--- src/rtl/cpu_seq_pkg.sv ---
// Shared encodings for the CPU phase sequencer: FSM states, phase codes and
// helpers that map a state onto its externally visible phase and enables.
package cpu_seq_pkg;

  typedef enum logic [2:0] {
    ST_HALT = 3'd0,
    ST_PC   = 3'd1,
    ST_IMEM = 3'd2,
    ST_DMEM = 3'd3,
    ST_REG  = 3'd4
  } seq_state_e;

  localparam logic [1:0] PH_PC   = 2'b00;
  localparam logic [1:0] PH_IMEM = 2'b01;
  localparam logic [1:0] PH_DMEM = 2'b10;
  localparam logic [1:0] PH_REG  = 2'b11;

  function automatic logic [1:0] phase_code(input seq_state_e st);
    logic [1:0] code;
    case (st)
      ST_IMEM: code = PH_IMEM;
      ST_DMEM: code = PH_DMEM;
      ST_REG:  code = PH_REG;
      default: code = PH_PC;
    endcase
    return code;
  endfunction

  // Enable vector ordered {pc, imem, dmem, reg}; all zero in HALT.
  function automatic logic [3:0] enable_vec(input seq_state_e st);
    logic [3:0] en;
    case (st)
      ST_PC:   en = 4'b1000;
      ST_IMEM: en = 4'b0100;
      ST_DMEM: en = 4'b0010;
      ST_REG:  en = 4'b0001;
      default: en = 4'b0000;
    endcase
    return en;
  endfunction

endpackage

--- src/rtl/cpu_phase_seq_timer.sv ---
// Phase sub-counter: restarts at zero on phase entry, counts up to CYCLES-1,
// then wraps or holds (saturate) and flags the terminal count now and next.
module phase_timer #(
  parameter int unsigned CYCLES = 1
) (
  input  logic clk,
  input  logic rst_n,
  input  logic clr,
  input  logic sat,
  output logic tc,
  output logic tc_next
);

  localparam int unsigned W = (CYCLES > 1) ? $clog2(CYCLES) : 1;
  localparam logic [W-1:0] LAST = W'(CYCLES - 1);

  logic [W-1:0] cnt_q;
  logic [W-1:0] cnt_d;

  // Next count: clear wins, then hold-or-wrap at the terminal value.
  always_comb begin
    cnt_d = cnt_q;
    if (clr) begin
      cnt_d = {W{1'b0}};
    end else if (cnt_q == LAST) begin
      if (sat) begin
        cnt_d = cnt_q;
      end else begin
        cnt_d = {W{1'b0}};
      end
    end else begin
      cnt_d = cnt_q + W'(1);
    end
  end

  // Counter register.
  always_ff @(posedge clk or negedge rst_n) begin
    if (!rst_n) begin
      cnt_q <= {W{1'b0}};
    end else begin
      cnt_q <= cnt_d;
    end
  end

  assign tc      = (cnt_q == LAST);
  assign tc_next = (cnt_d == LAST);

endmodule

--- src/rtl/cpu_phase_seq.sv ---
// Phase sequencer: walks PC -> IMEM -> DMEM -> REG with registered one-hot
// enables, run/halt/single-step control and a DMEM wait-state handshake.
module cpu_phase_seq
  import cpu_seq_pkg::*;
#(
  parameter int unsigned PHASE_CYCLES = 1,
  parameter int unsigned CNT_W        = 32
) (
  input  logic             clock,
  input  logic             reset,
  input  logic             run,
  input  logic             step,
  input  logic             halt_req,
  input  logic             dmem_ready,
  output logic             pc_en,
  output logic             imem_en,
  output logic             dmem_en,
  output logic             reg_en,
  output logic [1:0]       phase,
  output logic             busy,
  output logic             halted,
  output logic             instr_done,
  output logic [CNT_W-1:0] instr_count
);

  seq_state_e       state_q, state_d;
  logic             halt_lat_q, halt_lat_d;
  logic             step_mode_q, step_mode_d;
  logic [3:0]       en_q;
  logic [1:0]       phase_q;
  logic             busy_q, halted_q, done_q;
  logic [CNT_W-1:0] count_q, count_d;
  logic             done_d;
  logic             tc, tc_next, tmr_clr, tmr_sat;

  phase_timer #(.CYCLES(PHASE_CYCLES)) u_timer (
    .clk     (clock),
    .rst_n   (reset),
    .clr     (tmr_clr),
    .sat     (tmr_sat),
    .tc      (tc),
    .tc_next (tc_next)
  );

  // Next-state, latch and retirement logic.
  always_comb begin
    state_d     = state_q;
    halt_lat_d  = halt_lat_q;
    step_mode_d = step_mode_q;
    case (state_q)
      ST_HALT: begin
        if (!halt_req && (run || step)) begin
          state_d     = ST_PC;
          step_mode_d = step;
        end else begin
          state_d = ST_HALT;
        end
      end
      ST_PC: begin
        halt_lat_d = halt_lat_q | halt_req;
        state_d    = tc ? ST_IMEM : ST_PC;
      end
      ST_IMEM: begin
        halt_lat_d = halt_lat_q | halt_req;
        state_d    = tc ? ST_DMEM : ST_IMEM;
      end
      ST_DMEM: begin
        halt_lat_d = halt_lat_q | halt_req;
        state_d    = (tc && dmem_ready) ? ST_REG : ST_DMEM;
      end
      ST_REG: begin
        halt_lat_d = halt_lat_q | halt_req;
        if (tc) begin
          // A halt request arriving on the boundary clock still counts.
          if (halt_lat_q || halt_req || step_mode_q || !run) begin
            state_d = ST_HALT;
          end else begin
            state_d = ST_PC;
          end
        end else begin
          state_d = ST_REG;
        end
      end
      default: begin
        state_d = ST_HALT;
      end
    endcase
    if (state_d == ST_HALT) begin
      halt_lat_d  = 1'b0;
      step_mode_d = 1'b0;
    end else begin
      halt_lat_d  = halt_lat_d;
      step_mode_d = step_mode_d;
    end
    // Retirement is flagged on the edge that enters the last REG clock.
    done_d  = (state_d == ST_REG) && tc_next;
    count_d = count_q + CNT_W'(done_d);
  end

  assign tmr_clr = (state_d != state_q) || (state_q == ST_HALT);
  assign tmr_sat = (state_q == ST_DMEM);

  // FSM state and registered outputs.
  always_ff @(posedge clock or negedge reset) begin
    if (!reset) begin
      state_q     <= ST_HALT;
      halt_lat_q  <= 1'b0;
      step_mode_q <= 1'b0;
      en_q        <= 4'b0000;
      phase_q     <= PH_PC;
      busy_q      <= 1'b0;
      halted_q    <= 1'b1;
      done_q      <= 1'b0;
      count_q     <= {CNT_W{1'b0}};
    end else begin
      state_q     <= state_d;
      halt_lat_q  <= halt_lat_d;
      step_mode_q <= step_mode_d;
      en_q        <= enable_vec(state_d);
      phase_q     <= phase_code(state_d);
      busy_q      <= (state_d != ST_HALT);
      halted_q    <= (state_d == ST_HALT);
      done_q      <= done_d;
      count_q     <= count_d;
    end
  end

  assign pc_en       = en_q[3];
  assign imem_en     = en_q[2];
  assign dmem_en     = en_q[1];
  assign reg_en      = en_q[0];
  assign phase       = phase_q;
  assign busy        = busy_q;
  assign halted      = halted_q;
  assign instr_done  = done_q;
  assign instr_count = count_q;

endmodule

--- config.mk ---
export PLATFORM = sky130hd
export DESIGN_NAME = cpu_phase_seq
export DESIGN_NICKNAME = d
export VERILOG_FILES = /design/src/rtl/cpu_seq_pkg.sv /design/src/rtl/cpu_phase_seq_timer.sv /design/src/rtl/cpu_phase_seq.sv
export SDC_FILE = /design/constraint.sdc
export NUM_CORES = 1
export LEC_CHECK = 0
export CORE_MARGIN = 4
export CORE_UTILIZATION = 35
export CTS_BUF_LIST = sky130_fd_sc_hd__clkbuf_2 sky130_fd_sc_hd__clkbuf_4 sky130_fd_sc_hd__clkbuf_8
export DETAILED_ROUTE_END_ITERATION = 10
export PLACE_DENSITY_LB_ADDON = 0.25
export SLEW_MARGIN = 20
export SYNTH_ARGS = -nofsm -noshare
export SYNTH_HDL_FRONTEND = slang
export SYNTH_HIERARCHICAL = 1
export SYNTH_SLANG_ARGS = --single-unit
--- constraint.sdc ---
create_clock -name clock -period 5 [get_ports clock]
set_clock_uncertainty 0.1 [all_clocks]
set_input_delay 1 -clock clock [delete_from_list [all_inputs] [get_ports clock]]
set_output_delay 1 -clock clock [all_outputs]
set_load 0.05 [all_outputs]
; Yosys cells after proc, flatten, opt, wreduce, memory -nomap -nowiden
; Index checks and enable logic that the tools add are counted.
[totals]
reg_bits = 47
inputBits = 6
output_inout_bits = 41
word_cells = 58
[classes]
n_addsub = 2
eq_ne = 9
muxes = 16
n_bitwise = 3
n_reduce_logical = 18
[op_table]
columns = operator, count
row1 = adder 32 x 1 -> 32 bit, 1
row2 = case mux 4 bit (4 select lines), 1
row3 = case mux 3 bit (5 select lines), 1
row4 = "== test 3 x 2 -> 1 bit, second input constant", 4
row5 = 2-to-1 mux 1 bit, 10
row6 = "== test 3 x 1 -> 1 bit, second input constant", 2
row7 = "== test 3 bit, second input constant", 2
row8 = logical NOT 3 bit, 2
row9 = 2-to-1 mux 3 bit, 2
row10 = case mux 2 bit (3 select lines), 1
row11 = nonzero test 2 bit, 3
row12 = logical OR 1 bit, 5
row13 = OR reduction 4 bit, 1
row14 = logical AND 1 bit, 3
row15 = inequality test 3 bit, 1
row16 = nonzero test 3 bit, 1
row17 = logical NOT 1 bit, 2
row18 = 2-to-1 mux 2 bit, 1
row19 = NOT 1 bit, 2
row20 = AND reduction 2 bit, 1
row21 = "adder 1 bit, second input constant", 1
row22 = bitwise OR 1 bit, 1

; Logic depth before layout (Yosys ltp)
[depth]
depth_word = 12
ltp_mapped = 10
mapped_depth_nobuf = 9

; Cells and area by module
; Netlist, hierarchy kept.
[by_module_without_submodules]
columns = mod, instances, cells_per_inst, area_per_inst_um2, seq_area_each_um2
row1 = cpu_phase_seq, 1, 182, 2115.8, 1152.4
row2 = phase_timer, 1, 3, 18.8, 0.0

; Worst setup path before layout
; No wires, ideal clock.
[synth_timing]
kind = input to register
from = input port dmem_ready
to = register count_q[12] (netlist: instr_count[12])
setup_ns = 0.146
arrival_time_ns = 2.420
required_time_ns = 4.754
path_slack_ns = 2.334
cell_stages = 8
path_buffers = 1
path_cell_list = a31o_2 > and2_1 > ha_1 > ha_1 > nand3_1 > buf_2 > nor3_1 > xor2_1
[synth_between]
elab_chain_cells = 9
word_cells_on_any_way = 10
cone_classes = add/sub (1) / eq/ne (2) / mux (3) / bitwise (1) / reduce/logical (3)
[synth_lines]
columns = item, line
row1 = start: declaration, cpu_phase_seq.sv:14  ; input logic dmem_ready,
row2 = logical AND 1 bit *, cpu_phase_seq.sv:69  ; state_d = (tc && dmem_ready) ? ST_REG : ST_DMEM;
row3 = 2-to-1 mux 3 bit *, cpu_phase_seq.sv:69
row4 = case mux 3 bit (5 select lines) *, cpu_phase_seq.sv:50  ; case (state_q)
row5 = inequality test 3 bit, cpu_phase_seq.sv:100  ; assign tmr_clr = (state_d != state_q) || (state_q == ST_HALT);
row6 = logical OR 1 bit, cpu_phase_seq.sv:100
row7 = 2-to-1 mux 1 bit, cpu_phase_seq_timer.sv:23  ; if (clr) begin
row8 = NOT 1 bit, cpu_phase_seq_timer.sv:46  ; assign tc_next = (cnt_d == LAST);
row9 = logical AND 1 bit *, cpu_phase_seq.sv:96  ; done_d = (state_d == ST_REG) && tc_next;
row10 = via done_d, cpu_phase_seq.sv:33  ; logic done_d;
row11 = adder 32 x 1 -> 32 bit *, cpu_phase_seq.sv:97  ; count_d = count_q + CNT_W'(done_d);
row12 = via count_d[12], cpu_phase_seq.sv:32  ; logic [CNT_W-1:0] count_q, count_d;
row13 = end signal: assignment, cpu_phase_seq.sv:114  ; count_q <= {CNT_W{1'b0}};
row14 = end signal: assignment, cpu_phase_seq.sv:124  ; count_q <= count_d;
row15 = end: declaration, cpu_phase_seq.sv:32
; The timed path passes the listed nets; every way through them passes the cells marked *.
; A chain may end at the register's enable or synchronous reset.

; Worst setup path in the final report
[layout_timing]
from = input port dmem_ready
to = register count_q[16] (netlist: instr_count[16])
[layout_between]
elab_chain_cells = 9
word_cells_on_any_way = 10
cone_classes = add/sub (1) / eq/ne (2) / mux (3) / bitwise (1) / reduce/logical (3)
[layout_lines]
columns = item, line
row1 = logical AND 1 bit *, cpu_phase_seq.sv:69
row2 = 2-to-1 mux 3 bit *, cpu_phase_seq.sv:69
row3 = case mux 3 bit (5 select lines) *, cpu_phase_seq.sv:50
row4 = via state_d[2], cpu_phase_seq.sv:26  ; seq_state_e state_q, state_d;
row5 = inequality test 3 bit, cpu_phase_seq.sv:100
row6 = logical OR 1 bit, cpu_phase_seq.sv:100
row7 = 2-to-1 mux 1 bit, cpu_phase_seq_timer.sv:23
row8 = NOT 1 bit, cpu_phase_seq_timer.sv:46
row9 = logical AND 1 bit *, cpu_phase_seq.sv:96
row10 = via done_d, cpu_phase_seq.sv:33
row11 = adder 32 x 1 -> 32 bit *, cpu_phase_seq.sv:97
row12 = via count_d[16], cpu_phase_seq.sv:32
; Marked as above.

==> flow_summary.yaml <==
outcome:
  status: "complete, no violations"
drt:
  drt-total-wl_um: 4260
  drtIter0Drc: 79
  vias: 1501
  post_drt_wl_per_cell_um: 13.9
  drt_pass1_iterations: 4
  drc_errors: 0
  detail-route-antenna-nets: 0
  vias_per_cell: 4.91
setup_path:
  cpMostUsedCell: "ha_1"
  startpoint: "dmem_ready"
  rr_endpoint: "instr_count[16]$_DFF_PN0_"
  crit_path_start_kind: "input port"
  path_buf_inv: 1
  cpPeakStageDelay_ps: 540
  critPathArrivalTime_ps: 3480
  cp_slowest_cell: "nand3_1"
  cp_data_required_time_ps: 5120
  endpoint_kind: "register"
  timing.rr.start: "state_q[2]$_DFF_PN0_"
  worstPathCellList: "clkdlybuf4s50_1 -> a31o_2 -> and2_1 -> ha_1 -> ha_1 -> nand3_1 -> nor4_1 -> xor2_1"
  path_class: "in2reg"
  reg2reg_setup_slack_ps: 2110
  cp_max_fo: 13
  path_delay_family: "simple AND/OR/NAND/NOR gates"
  reg2reg_depth: 8
clock_network:
  clkSinkCount: 46
  cts_buffer_depth: 2
  clock_latency_ps: 300
  clockRootBuffer: "clkbuf_8"
  postCtsSetupBuffers: 0
  clkSlewWorstSetupHoldPaths_ps: 90
  cts_buffers: 5
  holdBufCountCts: 0
  ctsHtreeMaxLevel: 2
  cts_tree: "built"
  ctsResizeCount: 0
finish:
  area.growth.synth_to_final_pct: 29.1
  nets: 239
  layout-drive-gt1-share: 0.0952
  final_cell_mix: "dfrtp_1 (45), clkdlybuf4s50_1 (45), xor2_1 (21)"
  final_cell_count_no_fill: 306
  diodes: 0
floorplan:
  core_area_um2: 5890
  num_io_pins: 47
  die_y_um: 85.8
  start_util: 0.359
  die_w_um: 85.8
  rows: 28
  dieArea_um2: 7350
timing:
  final-hold-violation-count: 0
  min_period_over_period: 0.673
  slew_violations: 0
  fmax_mhz: 297
  finalSetupViolCount: 0
  timing.final.ws_setup_ps: 1640
  final.setup.tns_ps: 0
  rsz0062_at_grt: "false"
  period_needed_ps: 3360
  max_slew_margin: 0.463
  worstMarginPinSlew_ps: 803
place:
  place_inst: 298
  io_buffer_count: 46
  dp_hpwl_um: 3100
  place_ws_ps: 1290
  gp_congestion: 0.761
synth:
  yosys_warnings: 6
  syn_inst: 181
  syn-cell-area_um2: 2120
  syn_area_per_cell_um2: 11.7
flow_run:
  drv_cap: 0
global_routing:
  antenna_found_initial: 0
  grt_max_degree: 47
  grt_pass1_wl_um: 7400
  grt_overflow: 0
  grtUsageTotal: 0.127
  grt_pass1_vias: 1497
power_and_ir_drop:
  power-per-cell-area_nw_per_um2: 379
  p_leak_nw: 1.28
  ir_worst_vdd_uv: 320
worst_hold_path:
  holdPathEnd: "instr_count[31]$_DFF_PN0_"
  hp-start: "instr_count[31]$_DFF_PN0_"
  worstHoldPathType: "reg2reg"
  whs_path_depth: 1
[registers in the layout (all words and copies together) (netlist names)]
register     cells
busy             1
en_q             4
halt_lat_q       1
halted           1
instr_count     32
instr_done       1
phase            2
state_q          3
step_mode_q      1
[metal layers]
layer | vias up | track usage | part of all wire
met4 | 0 | 0.0446 | 0.015
met5 | - | 0 | 0
met1 | 724 | 0.171 | 0.45
li1 | 733 | - | -
met3 | 6 | 0.0317 | 0.053
met2 | 38 | 0.201 | 0.48
[layout make-up]
type                    instances  area [µm²]
fillers                       562        3150
multi-input cells             124         906
flip-flops and latches         46        1150
clock inverters                 2        12.5
clock buffers                   6        82.6
inverters                       7        26.3
repair buffers                 46         458
well taps                      75        93.8
[where the power goes]
| group | switching [W] | total [W] | internal [W] | leakage (nW) |
|---|---|---|---|---|
| clock network | 0.000127 | 0.000238 | 0.000111 | 0.0472 |
| logic | 0.000216 | 0.000330 | 0.000115 | 0.634 |
| registers | 0.0000396 | 0.000467 | 0.000427 | 0.596 |
[per-stage QoR]
stage | area [µm²] | hold WS, ps | power [W] | util
6_report | 2730 | 373 | 0.00104 | 0.464
5_1_grt | 2730 | 404 | 0.00109 | 0.464
2_1_floorplan | 2120 | 391 | 0.000694 | -
3_5_place_dp | 2630 | 363 | 0.000809 | 0.447
4_1_cts | 2730 | 375 | 0.00105 | 0.464
3_3_place_gp | 2630 | 360 | 0.000808 | 0.447
[worst register-to-register path, delay by kind of cell, from the launching register on]
kind | cells | cell delay, ps
flip-flops | 1 | 480
AND/OR/NAND/NOR | 4 | 1510
adder cells (fa/ha/maj) | 2 | 330
XOR/XNOR | 1 | 190
AO/OA/AOI/OAI | 1 | 210
[worst max-delay path by stage]
stage	slack, ps	end	cells past startpoint
finish	1640	instr_count[16]$_DFF_PN0_	8
CTS	1600	instr_count[16]$_DFF_PN0_	8
detailed placement	1290	instr_count[16]$_DFF_PN0_	8
global placement	1380	instr_count[8]$_DFF_PN0_	9
global route	1380	instr_count[18]$_DFF_PN0_	8
floorplan	2330	instr_count[12]$_DFF_PN0_	8
Power figures use the tool's default switching activity.
